==> config.mk <==
export PLATFORM = sky130hd
export DESIGN_NAME = flit_packet_receiver
export DESIGN_NICKNAME = d
export VERILOG_FILES = /design/src/rtl/flit_packet_receiver.sv
export SDC_FILE = /design/constraint.sdc
export NUM_CORES = 1
export LEC_CHECK = 0
export CORE_ASPECT_RATIO = 1.4
export CORE_MARGIN = 2
export CORE_UTILIZATION = 55
export DETAILED_ROUTE_END_ITERATION = 10
export GPL_TIMING_DRIVEN = 0
export PLACE_DENSITY = 0.76
export SLEW_MARGIN = 20
export SYNTH_ARGS = -nofsm -noshare
export SYNTH_HDL_FRONTEND = slang
export SYNTH_SLANG_ARGS = --single-unit
==> constraint.sdc <==
create_clock -name clk -period 2 [get_ports clk]
set_input_delay 0.5 -clock clk [delete_from_list [all_inputs] [get_ports clk]]
set_output_delay 0.5 -clock clk [all_outputs]
set_load 0.01 [all_outputs]
==> src/rtl/flit_packet_receiver.sv <==
// flit_packet_receiver: assembles 8 four-bit flits into 32-bit packets, filters them by node address and queues axon events.
// Ports: clk/reset (sync, active-high); write_en/data_in flit input with registered full backpressure;
// evt_valid/evt_ready/evt_axon show-ahead event output; start timestep pulse; spike previous-timestep vector;
// overflow_err/addr_err sticky error flags. Optional macro SPIKE_VECTOR_EN builds the spike accumulator.
module flit_packet_receiver #(
  parameter int FIFO_DEPTH = 4,
  parameter int AXON_CNT_BIT_WIDTH = 1,
  parameter logic [7:0] X_COORDINATE = 8'd0,
  parameter logic [7:0] Y_COORDINATE = 8'd0
) (
  input  logic                                 clk,
  input  logic                                 reset,
  input  logic                                 write_en,
  input  logic [3:0]                           data_in,
  output logic                                 full,
  input  logic                                 start,
  output logic                                 evt_valid,
  input  logic                                 evt_ready,
  output logic [AXON_CNT_BIT_WIDTH-1:0]        evt_axon,
  output logic [(1<<AXON_CNT_BIT_WIDTH)-1:0]   spike,
  output logic                                 overflow_err,
  output logic                                 addr_err
);
  localparam int AW = AXON_CNT_BIT_WIDTH;
  localparam int NS = 1 << AW;
  localparam int PW = $clog2(FIFO_DEPTH);
  localparam logic [PW:0] DEPTH = (PW+1)'(FIFO_DEPTH);
  logic [2:0] cnt_q, cnt_d;
  logic [27:0] asm_q, asm_d;
  logic [AW-1:0] mem_q [FIFO_DEPTH];
  logic [AW-1:0] mem_d [FIFO_DEPTH];
  logic [PW-1:0] wr_q, wr_d, rd_q, rd_d;
  logic [PW:0] occ_q, occ_d;
  logic full_q, full_d, ovf_q, ovf_d, aerr_q, aerr_d;
  logic accept, last, hit, push, pop;
  logic [AW-1:0] axon;
  assign evt_valid = occ_q != '0;
  assign evt_axon = evt_valid ? mem_q[rd_q] : '0;
  assign full = full_q;
  assign overflow_err = ovf_q;
  assign addr_err = aerr_q;
  // Seven flits already sit in asm_q when the eighth arrives, so the address
  // fields are read from asm_q and the axon from the completed packet's low bits.
  always_comb begin
    accept = write_en & ~full_q;
    last = accept & (cnt_q == 3'd7);
    hit = (asm_q[27:20] == X_COORDINATE) && (asm_q[19:12] == Y_COORDINATE);
    push = last & hit;
    pop = evt_valid & evt_ready;
    axon = AW'({asm_q, data_in});
    cnt_d = accept ? cnt_q + 3'd1 : cnt_q;
    asm_d = accept ? {asm_q[23:0], data_in} : asm_q;
    mem_d = mem_q;
    if (push) mem_d[wr_q] = axon;
    wr_d = push ? wr_q + PW'(1) : wr_q;
    rd_d = pop ? rd_q + PW'(1) : rd_q;
    occ_d = (push & ~pop) ? occ_q + (PW+1)'(1) : (pop & ~push) ? occ_q - (PW+1)'(1) : occ_q;
    full_d = occ_d == DEPTH;
    ovf_d = ovf_q | (write_en & full_q);
    aerr_d = aerr_q | (last & ~hit);
  end
  always_ff @(posedge clk) begin
    if (reset) begin
      cnt_q <= '0;
      asm_q <= '0;
      mem_q <= '{default: '0};
      wr_q <= '0;
      rd_q <= '0;
      occ_q <= '0;
      full_q <= 1'b0;
      ovf_q <= 1'b0;
      aerr_q <= 1'b0;
    end else begin
      cnt_q <= cnt_d;
      asm_q <= asm_d;
      mem_q <= mem_d;
      wr_q <= wr_d;
      rd_q <= rd_d;
      occ_q <= occ_d;
      full_q <= full_d;
      ovf_q <= ovf_d;
      aerr_q <= aerr_d;
    end
  end
`ifdef SPIKE_VECTOR_EN
  logic [NS-1:0] acc_q, acc_d, spike_q, spike_d, pop_bit;
  // A pop on the start edge belongs to the new timestep, so it lands in the cleared accumulator.
  always_comb begin
    pop_bit = pop ? NS'(1) << evt_axon : '0;
    spike_d = start ? acc_q : spike_q;
    acc_d = (start ? '0 : acc_q) | pop_bit;
  end
  always_ff @(posedge clk) begin
    if (reset) begin
      acc_q <= '0;
      spike_q <= '0;
    end else begin
      acc_q <= acc_d;
      spike_q <= spike_d;
    end
  end
  assign spike = spike_q;
`else
  logic unused_start;
  assign unused_start = start;
  assign spike = '0;
`endif
endmodule

==> flow_metrics.tcl <==
set metrics [dict create \
    n_fill_cell 291 \
    yosys_warnings 0 \
    irDropWorstVdd_uv 701 \
    slowest_stage "or4b_4" \
    portBuffers 11 \
    total_power_mw 2.21 \
    worst-setup-path-type "reg -> reg" \
    layout-drive-gt1-share 0.114 \
    critical-path-max-stage-delay_ps 520 \
    cts_max_level 2 \
    drtIter0Drc 30 \
    crit_path_cell_trace "nor4_2 > and4_1 > buf_6 > a21oi_2 > or4b_4 > a22oi_2" \
    grt_pass1_wl_mm 5.85 \
    drt_first_pass_iters 4 \
    path_clk_slew_ps 80 \
    critPathMaxFanout 10 \
    ys_seq_elements 45 \
    coreArea_um2 3350 \
    yosysSeqAreaShare 0.469 \
    grt_overflow_total 0 \
    p_sw_frac 0.305 \
    p_per_area_nw_per_um2 999 \
    path_delay_family "simple AND/OR/NAND/NOR gates" \
    multi_input_area_um2 936 \
    dp_hpwl_mm 2.51 \
    combPwrFrac 0.280 \
    endpoint_kind "flip-flop" \
    area_delta_synth_final_pct 15.3 \
    pwr-share-clk 0.242 \
    grt_use_total 0.203 \
    syn_inst 230 \
    internal_power_mw 1.54 \
    slew_viol_final 0 \
    pwr-share-seq 0.478 \
    startpoint "asm_q[21]$_SDFFE_PP0P_" \
    crit_required_ps 2230 \
    routed_via_density 5.30 \
    start_util 0.573 \
    dp.cells 282 \
    die-area_um2 3980 \
    die_x_um 53.9 \
    antenna_found_initial 0 \
    critPathBufInv 1 \
    ant_nets 0 \
    clk_root_buffer_cell "clkbuf_8" \
    cts_hold_buf 0 \
    vias 1558 \
    fmaxAchievable_mhz 516 \
    clkSinkCount 45 \
    post-route-period-util 0.968 \
    period_minus_slack_ps 1940 \
    setup_viol 0 \
    cts_made_buffers 5 \
    clk_latency_ps 290 \
    hold_viol_final 0 \
    wl_per_cell_um 12.3 \
    wl_mm 3.61 \
    synth_area_um2 1920 \
    place_congestion 0.760 \
    fin_cells 294 \
    avgSynthCellArea_um2 8.34 \
    clockBufferDepth 2 \
    grt_max_degree 13 \
    reg2reg_from "asm_q[21]$_SDFFE_PP0P_" \
    first_global_vias 1388 \
    io_pins 16 \
    cts_tree "built" \
    final_core_util 0.661 \
    worst-endpoint-arrival_ps 2160 \
    power.leakage_nw 0.838 \
    die_y_um 73.9 \
    skew_ps 10.1 \
    layout.nets 271 \
    status "finished, final reports clean" \
    rows 25 \
    drcViolationCount 0 \
    hold_start "mem_q[0]$_SDFFE_PP0P_" \
    power_switching_uw 674 \
    hold_ws_ps 457 \
    startpoint_type "flip-flop" \
    regArea_um2 907 \
    hp-class "reg -> reg" \
    diodes 0 \
    maxCapViolations 0 \
    yosysUniqueCellTypes 35 \
]
-- timing repair --
action | in CTS | in global routing
endpoints found under the setup margin | 5 | 1
setup buffers | 3 | 1
pin swaps | 0 | 1
resized for setup | 12 | 3
-- power by group through the flow --
| stage | clock network, mW | logic [mW] | registers (mW) |
|---|---|---|---|
| floorplan | 0 | 0.406 | 1.05 |
| global placement | 0 | 0.558 | 1.06 |
| detailed placement | 0 | 0.561 | 1.07 |
| CTS | 0.546 | 0.598 | 1.06 |
| global route | 0.571 | 0.685 | 1.07 |
| finish | 0.534 | 0.620 | 1.06 |
-- worst reg2reg max path, stage by stage, from the launching register on --
cell and delay [ps]:
dfxtp_1 340, nor4_2 300, and4_1 300, buf_6 160, a21oi_2 70, or4b_4 520, a22oi_2 190
-- flip-flops by register name (all words and copies together) (netlist names) --
signal / cells
mem_q: 4
addr_err: 1
wr_q: 2
occ_q: 3
cnt_q: 3
overflow_err: 1
full: 1
rd_q: 2
asm_q: 28
-- Yosys cell counts --
master	n	area (um2)
and4_1	1	8.76
nand4_1	1	6.26
nand2_1	66	248
dfxtp_1	45	901
nor2_1	13	48.8
conb_1	1	3.75
and2_2	2	15.0
a22oi_1	1	7.51
o21ai_0	1	5.00
clkbuf_8	1	13.8
and2_1	2	12.5
nand3_1	7	35.0
buf_4	2	15.0
and2b_2	1	8.76
a311oi_1	1	8.76
inv_1	4	15.0
a21oi_1	35	175
nand2b_1	3	18.8
ha_1	9	113
clkbuf_2	1	5.00
xnor2_1	3	26.3
a211oi_1	1	7.51
mux4_2	1	22.5
xor2_1	1	8.76
mux2i_1	3	30.0
buf_6	1	11.3
nor2b_1	1	6.26
clkbuf_1	12	45.0
o22a_1	1	8.76
and4_2	1	10.0
a21o_2	1	8.76
or4b_4	1	13.8
nor4_1	4	25.0
a21oi_2	1	8.76
xnor3_1	1	22.5
-- area by class of cell --
class / instances / share of cell area
plain buffers: 17 / 0.0418
clock buffers: 8 / 0.0362
inverters: 4 / 0.00678
multi-input cells: 165 / 0.423
flip-flops and latches: 45 / 0.410
well taps: 40 / 0.0226
repair buffers: 15 / 0.0599
-- through the flow --
stage | TNS, ps | cell area, um2 | setup WS (ps)
2_1_floorplan | 0 | 1920 | 126
4_1_cts | 0 | 2190 | 7.57
3_3_place_gp | -1930 | 2080 | -481
5_1_grt | -1.81 | 2210 | -1.81
6_report | 0 | 2210 | 63.4
3_5_place_dp | -2520 | 2080 | -510
-- final timing paths --
kind	cells after the start	slack, ps	endpoint
worst max-delay path	6	60	full$_SDFF_PP0_
worst min-delay path	2	460	mem_q[0]$_SDFFE_PP0P_
worst max register to register	6	60	full$_SDFF_PP0_
worst min register to register	2	460	mem_q[0]$_SDFFE_PP0P_
-- cells in the final DEF, fill, tap and decap left out, types with 3 or more instances in the layout --
cell / instances
buf_4: 6
xnor2_1: 3
nand2b_1: 3
dfxtp_1: 42
clkdlybuf4s50_1: 8
a21oi_1: 35
clkbuf_1: 15
inv_1: 4
clkbuf_8: 6
nand3_1: 7
mux2i_1: 3
ha_1: 9
nor2_1: 13
nand2_1: 66
-- per-layer routing --
layer | GRT usage | vias to the layer above | share of wire
li1 | - | 805 | -
met1 | 0.219 | 729 | 0.42
met2 | 0.363 | 17 | 0.54
met3 | 0.0488 | 7 | 0.025
met4 | 0.0855 | 0 | 0.017
met5 | 0 | - | 0
-- kinds of logic after synthesis --
logic type,synth area share
DFF,0.469
other,0.00195
muxes,0.0274
xor gates and xnor gates,0.0300
buffers and inverters,0.0547
and+or+nand+nor,0.238
adders and majority gates,0.0587
AOI/OAI and AO/OA,0.120
(Power assumes the default switching activity.)
